--- src/rtl/uart_rx_sampler.sv ---
// Oversampling 8N1 UART receiver: synchronises RxD, validates the start bit,
// majority-votes three mid-bit samples and flags good bytes or framing errors.
module uart_rx_sampler #(
  parameter int CLK_FREQ   = 6_250_000,
  parameter int BAUD_RATE  = 9_600,
  parameter int OVERSAMPLE = 16,
  parameter int DATA_BITS  = 8
) (
  input  logic                 rck,
  input  logic                 reset,
  input  logic                 RxD,
  output logic [DATA_BITS-1:0] RxData,
  output logic                 RxValid,
  output logic                 RxFrameErr,
  output logic                 RxBusy
);

  localparam int DIV_RAW = CLK_FREQ / (BAUD_RATE * OVERSAMPLE);
  localparam int DIV     = (DIV_RAW < 1) ? 1 : DIV_RAW;
  localparam int CW      = (DIV > 1) ? $clog2(DIV) : 1;
  localparam int SW      = $clog2(OVERSAMPLE);
  localparam int BW      = $clog2(DATA_BITS);

  localparam logic [CW-1:0] DIV_LAST = CW'(DIV - 1);
  localparam logic [SW-1:0] S_LAST   = SW'(OVERSAMPLE - 1);
  localparam logic [SW-1:0] S_V0     = SW'(OVERSAMPLE / 2 - 1);
  localparam logic [SW-1:0] S_V1     = SW'(OVERSAMPLE / 2);
  localparam logic [SW-1:0] S_V2     = SW'(OVERSAMPLE / 2 + 1);
  localparam logic [BW-1:0] BIT_LAST = BW'(DATA_BITS - 1);

  typedef enum logic [2:0] {IDLE, START, DATA, STOP, BREAK} state_e;

  state_e                 state_q, state_d;
  logic                   rxMeta_q, rxs_q;
  logic [CW-1:0]          tickCnt_q, tickCnt_d;
  logic [SW-1:0]          sampIdx_q, sampIdx_d;
  logic [BW-1:0]          bitCnt_q, bitCnt_d;
  logic [DATA_BITS-1:0]   shift_q, shift_d;
  logic [DATA_BITS-1:0]   rxData_q, rxData_d;
  logic                   sampA_q, sampA_d;
  logic                   sampB_q, sampB_d;
  logic                   rxValid_q, rxValid_d;
  logic                   frameErr_q, frameErr_d;
  logic                   tick, votePoint, bitEnd, vote;

  assign tick      = (state_q != IDLE) && (state_q != BREAK) && (tickCnt_q == DIV_LAST);
  assign votePoint = tick && (sampIdx_q == S_V2);
  assign bitEnd    = tick && (sampIdx_q == S_LAST);
  // The third vote sample is the live synchronised value at the vote tick.
  assign vote      = (sampA_q & sampB_q) | (sampA_q & rxs_q) | (sampB_q & rxs_q);

  always_comb begin
    state_d    = state_q;
    tickCnt_d  = tickCnt_q;
    sampIdx_d  = sampIdx_q;
    bitCnt_d   = bitCnt_q;
    shift_d    = shift_q;
    rxData_d   = rxData_q;
    sampA_d    = sampA_q;
    sampB_d    = sampB_q;
    rxValid_d  = 1'b0;
    frameErr_d = 1'b0;

    if (tick && (sampIdx_q == S_V0)) sampA_d = rxs_q;
    if (tick && (sampIdx_q == S_V1)) sampB_d = rxs_q;

    case (state_q)
      IDLE: begin
        if (!rxs_q) state_d = START;
      end
      START: begin
        if (votePoint && vote) begin
          state_d = IDLE;
        end else if (bitEnd) begin
          state_d  = DATA;
          bitCnt_d = '0;
        end
      end
      DATA: begin
        if (votePoint) shift_d = {vote, shift_q[DATA_BITS-1:1]};
        if (bitEnd) begin
          bitCnt_d = bitCnt_q + BW'(1);
          if (bitCnt_q == BIT_LAST) state_d = STOP;
        end
      end
      STOP: begin
        // Deciding at the stop-bit vote re-arms early enough for zero-gap frames.
        if (votePoint) begin
          if (vote) begin
            rxData_d  = shift_q;
            rxValid_d = 1'b1;
            state_d   = IDLE;
          end else begin
            frameErr_d = 1'b1;
            state_d    = BREAK;
          end
        end
      end
      BREAK: begin
        if (rxs_q) state_d = IDLE;
      end
      default: state_d = IDLE;
    endcase

    if ((state_q == IDLE) || (state_q == BREAK) || (state_d == IDLE)) begin
      tickCnt_d = '0;
      sampIdx_d = '0;
    end else begin
      tickCnt_d = tick ? '0 : tickCnt_q + CW'(1);
      if (tick) sampIdx_d = (sampIdx_q == S_LAST) ? '0 : sampIdx_q + SW'(1);
    end
  end

  always_ff @(posedge rck or negedge reset) begin
    if (!reset) begin
      state_q    <= IDLE;
      rxMeta_q   <= 1'b1;
      rxs_q      <= 1'b1;
      tickCnt_q  <= '0;
      sampIdx_q  <= '0;
      bitCnt_q   <= '0;
      shift_q    <= '0;
      rxData_q   <= '0;
      sampA_q    <= 1'b1;
      sampB_q    <= 1'b1;
      rxValid_q  <= 1'b0;
      frameErr_q <= 1'b0;
    end else begin
      state_q    <= state_d;
      rxMeta_q   <= RxD;
      rxs_q      <= rxMeta_q;
      tickCnt_q  <= tickCnt_d;
      sampIdx_q  <= sampIdx_d;
      bitCnt_q   <= bitCnt_d;
      shift_q    <= shift_d;
      rxData_q   <= rxData_d;
      sampA_q    <= sampA_d;
      sampB_q    <= sampB_d;
      rxValid_q  <= rxValid_d;
      frameErr_q <= frameErr_d;
    end
  end

  assign RxData     = rxData_q;
  assign RxValid    = rxValid_q;
  assign RxFrameErr = frameErr_q;
  assign RxBusy     = (state_q != IDLE);

endmodule

--- config.mk ---
export PLATFORM = sky130hd
export DESIGN_NAME = uart_rx_sampler
export DESIGN_NICKNAME = d
export VERILOG_FILES = /design/src/rtl/uart_rx_sampler.sv
export SDC_FILE = /design/constraint.sdc
export NUM_CORES = 1
export LEC_CHECK = 0
export CELL_PAD_IN_SITES_DETAIL_PLACEMENT = 1
export CELL_PAD_IN_SITES_GLOBAL_PLACEMENT = 1
export CORE_MARGIN = 2
export CORE_UTILIZATION = 45
export DETAILED_ROUTE_END_ITERATION = 8
export PLACE_DENSITY_LB_ADDON = 0.1
export SYNTH_ARGS = -nofsm -noshare
export SYNTH_HDL_FRONTEND = slang
export SYNTH_SLANG_ARGS = --single-unit
--- constraint.sdc ---
create_clock -name rck -period 3 [get_ports rck]
set_input_delay 0.6 -clock rck [delete_from_list [all_inputs] [get_ports rck]]
set_output_delay 0.6 -clock rck [all_outputs]
set_load 0.01 [all_outputs]
After elaboration in Yosys (flattened, before gate mapping)
Cells that the tools add are included.
Storage, ports and cells
  bits in registers: 38
  logic and storage cells: 75
  input bits: 3
Cells by class
  equal/unequal tests: 14
  reduce and logical (&&, ||, !) cells: 17
  mux-type cells: 24
  bitwise logic cells: 5
  $add $sub $neg: 3
Operator list (count)
  3-bit 2-to-1 mux: 11
  3-bit one-hot mux with 5 select lines: 1
  4-bit equality test, second input constant: 3
  4-bit 2-to-1 mux: 3
  6-bit 2-to-1 mux: 2
  1-bit logical AND: 7
  6-bit by 1-bit adder with 6-bit output, second input constant: 1
  3-bit by 2-bit equality test with 1-bit output, second input constant: 2
  3-bit equality test, second input constant: 2
  6-bit equality test, second input constant: 1
  3-bit zero test: 2
  1-bit 2-to-1 mux: 6
  2-bit != test, second input constant: 3
  3-bit one-hot mux with 2 select lines: 1
  4-bit by 1-bit adder with 4-bit output, second input constant: 1
  4-bit by 3-bit equality test with 1-bit output, second input constant: 1
  4-bit AND reduction: 1
  2-bit nonzero test: 2
  3-bit by 1-bit adder with 3-bit output, second input constant: 1
  1-bit bitwise AND: 3
  3-bit by 1-bit equality test with 1-bit output, second input constant: 1
  3-bit != test, second input constant: 1
  3-bit AND reduction: 1
  3-bit nonzero test: 1
  other kinds (3): 5

Logic depth before layout (Yosys ltp)
  depth after elaboration: 10
  gate-level depth with buffers: 5
  depth with buffers taken out: 5

Worst setup path after synthesis
Ideal clock, no wire load.
  path kind: flip-flop to flip-flop
  from: register tickCnt_q[0]
  to: register rxData_q[0] (netlist: RxData[0])
  data required time: 2.875 ns
  period minus slack after synthesis: 1.835 ns
  path slack: 1.165 ns
  stages on the path, launching flop included: 6
  arrival: 1.711 ns
  path through: dfrtp_1 ha_1 nand3_1 or3b_1 nor2_4 mux2_2
On the way
  word-level cells in the longest chain between the ends: 4
RTL lines
  from (decl): line 35  | logic [CW-1:0] tickCnt_q, tickCnt_d;
  from (signal assigned): line 132  | tickCnt_q <= tickCnt_d;
  6-bit equality test: line 46  | assign tick = (state_q != IDLE) && (state_q != BREAK) && (tickCnt_q == DIV_LAST);
  1-bit logical AND: line 46
  1-bit logical AND: line 47  | assign votePoint = tick && (sampIdx_q == S_V2);
  3-bit AND reduction (no source line)
  to (signal assigned): line 136  | rxData_q <= rxData_d;
  to (decl): line 39  | logic [DATA_BITS-1:0] rxData_q, rxData_d;
No other way between the ends.
A chain may end at the register's enable or synchronous reset.

Worst setup path in the final report
  from: register state_q[2]
  to: output port RxBusy
On the way
  word-level cells in the longest chain between the ends: 1
RTL lines
  from (decl): line 33  | state_e state_q, state_d;
  from (signal assigned): line 129  | state_q <= state_d;
  3-bit nonzero test: line 147  | assign RxBusy = (state_q != IDLE);
  to (decl): line 15  | output logic RxBusy
No other way between the ends.

==> impl_metrics.ini <==
[cts]
cts_tree = built
clkSinkCount = 38
post_cts_buffers = 0
cts_buffers = 5
cts_hold_buf = 0
clk_pin_slew_ns = 0.07
cts_resized = 0
h-tree-depth = 2
cts-root-buf = clkbuf_8
clk_latency_ns = 0.28
cts.path.max_buffers = 2

[floorplan]
design.portCount = 14
start_util = 0.471
dieArea_sq_mm = 0.00438
coreArea_sq_mm = 0.00369
die_y_um = 66.1
row_count = 22
die-width_um = 66.1

[worst_setup_path]
path_class = reg -> out
crit_slowest_cell = clkdlybuf4s50_1
critPathLaunchType = flip-flop
cp_num_buf_inv = 1
cp-end-kind = output port
crit_chain = or3_1, clkdlybuf4s50_1
crit_family = buffers and inverters
critPathRequiredTime_ns = 2.40
critical_path_peak_fanout = 9
crit_arrival_ns = 1.65
cpPeakStageDelay_ns = 0.48

[timing]
fin_skew_ns = 0.00349
setup_viol = 0
hold_viol_final = 0
timing.final.crit_share = 0.750
setup_tns_ns = 0
rsz0062_at_grt = no
min_period_ns = 2.25
worstMarginPinSlew_ns = 0.831
slew_viol_final = 0
slew-limit-headroom = 0.446
fmax_mhz = 445

[power_and_ir_drop]
finalPower_w = 0.000856
clkPwrFrac = 0.385
p_seq_frac = 0.602
ir_drop_mv = 0.237
switching_power_w = 0.000184
p_leak_nw = 0.908
internal_power_w = 0.000672
power_frac_comb = 0.013
powerDensity_mw_per_mm2 = 430
sw_frac_of_total = 0.215

[synthesis]
synth_top_area_frac = 0.490
synthTopCellsByCount = dfrtp_1 (34), mux2_2 (18), nor2_1 (10)
ys_async_sr_fraction = 1.00
syn_inst = 140
synth_sequential_area_ratio = 0.550
netlist-cell-type-count = 39
syn-num-nets = 149
synth-seq-cells = 38
yosys-top-cells-area = dfrtp_1 (49%), mux2_2 (12%), dfstp_2 (6.0%), ha_1 (4.3%), nand3_1 (2.3%)
synthFlopType = dfrtp_1
postSynthAreaPerCell_sq_um = 12.4
synth_edf_count = 0
ys.warnings.count = 0
yosysTopAreaCell = dfrtp_1
syn_area_sq_mm = 0.00174
synth.most_common_cell = dfrtp_1

[placed_design]
dp_hpwl_um = 2290
numPortBuffers = 13
dp_cells = 198
gp_congestion = 0.757

[global_routing]
grt_max_degree = 39
grt_pass1_wl_um = 5660
grtUsageTotal = 0.176
grt_pass1_vias = 1187
antenna_found_initial = 0
overflow = 0

[status]
run_status = finished clean

[route]
drc = 0
vias = 1124
viasPerCell = 5.48
drt_iter0_drc = 19
antenna_left = 0
wirelength_um = 3290
first_pass_iters = 4
routedWlPerCell_um = 16.0

[hold_path]
min_path_type = reg -> reg

[finish]
fin_cells = 205
antenna_cells = 0
drive_above_1_share = 0.248
area_delta_synth_final_pct = 14.5
nets = 166

[job]
cap_violations = 0
==> kinds of logic after synthesis <==
group                    count (synthesis)  share of synthesized area
AND/OR/NAND/NOR                         51                      0.182
XOR/XNOR                                 6                     0.0302
multiplexers                            19                      0.123
adder cells (fa/ha/maj)                  7                     0.0490
AO/OA/AOI/OAI                           14                     0.0540
buffers and inverters                    5                     0.0115
flip-flops                              38                      0.550
==> cells in the final DEF, fill, tap and decap left out, types with 2 or more instances in the layout <==
| master | synthesis | routed |
|---|---|---|
| a21o_1 | 2 | 2 |
| a21oi_1 | 3 | 3 |
| a22o_1 | 2 | 2 |
| and2_1 | 2 | 2 |
| and3_1 | 3 | 3 |
| clkbuf_8 | 0 | 5 |
| clkdlybuf4s50_1 | 0 | 12 |
| clkinv_2 | 0 | 2 |
| dfrtp_1 | 34 | 34 |
| dfstp_2 | 4 | 4 |
| ha_1 | 6 | 6 |
| inv_1 | 2 | 2 |
| mux2_2 | 18 | 18 |
| nand2_1 | 7 | 7 |
| nand3_1 | 8 | 8 |
| nand4b_1 | 2 | 2 |
| nor2_1 | 10 | 10 |
| nor3_1 | 5 | 5 |
| nor3_2 | 2 | 2 |
| o21ai_0 | 3 | 3 |
| xnor2_1 | 2 | 2 |
| xor2_1 | 4 | 4 |
==> registers in the layout, summed over array words and instances, names as in the netlist, 3 cells and up <==
register   cells
RxData         8
sampIdx_q      4
tickCnt_q      6
bitCnt_q       3
shift_q        8
state_q        3
==> final timing paths <==
path | from | endpoint | slack [ns] | depth (start not counted)
worst max-delay path | state_q[2] | RxBusy | 0.75 | 2
worst min-delay path | rxMeta_q | rxs_q | 0.36 | 0
worst max register to register | tickCnt_q[0] | RxData[5] | 0.92 | 5
worst min register to register | rxMeta_q | rxs_q | 0.36 | 0
max in group asynchronous | reset | shift_q[3] | 2.06 | 1
min in group asynchronous | reset | tickCnt_q[5] | 0.40 | 1
==> power groups by stage <==
stage / sequential [W] / clock, W / combinational [W]
floorplan: 0.000525 / 0 / 0.0000000300
global placement: 0.000525 / 0 / 0.0000117
detailed placement: 0.000525 / 0 / 0.0000123
CTS: 0.000515 / 0.000340 / 0.0000123
global route: 0.000515 / 0.000357 / 0.0000132
finish: 0.000516 / 0.000329 / 0.0000112
==> metal layers <==
| metal | global-route usage | routed length, um |
|---|---|---|
| met3 | 0.0511 | 80 |
| met4 | 0.0612 | 45 |
| met5 | 0 | 0 |
| met2 | 0.274 | 1560 |
| met1 | 0.235 | 1600 |
==> cell type report <==
type / instances / area, sq um
Sequential cell: 38 / 956
Multi-Input combinational cell: 97 / 762
Tap cell: 48 / 60.1
Clock buffer: 5 / 68.8
Inverter: 2 / 7.51
Clock inverter: 2 / 10.0
Fill cell: 403 / 1700
Timing Repair Buffer: 13 / 125
==> through the flow <==
step,worst slack (ns),util,cell area (sq um),hold WS [ns]
final,0.750,0.539,1990,0.357
after global routing,0.705,0.539,1990,0.362
after CTS,0.744,0.539,1990,0.358
after detailed placement,0.922,0.518,1910,0.347
after global placement,1.01,0.518,1910,0.347
after floorplan,1.16,-,1740,0.304
==> worst register-to-register path, delay by kind of cell, from the launching register on <==
| family | cells | cell delay, ns |
|---|---|---|
| mux | 1 | 0.37 |
| fa+ha+maj | 1 | 0.29 |
| flops | 1 | 0.39 |
| simple gates | 3 | 0.91 |
(Power assumes the default switching activity.)
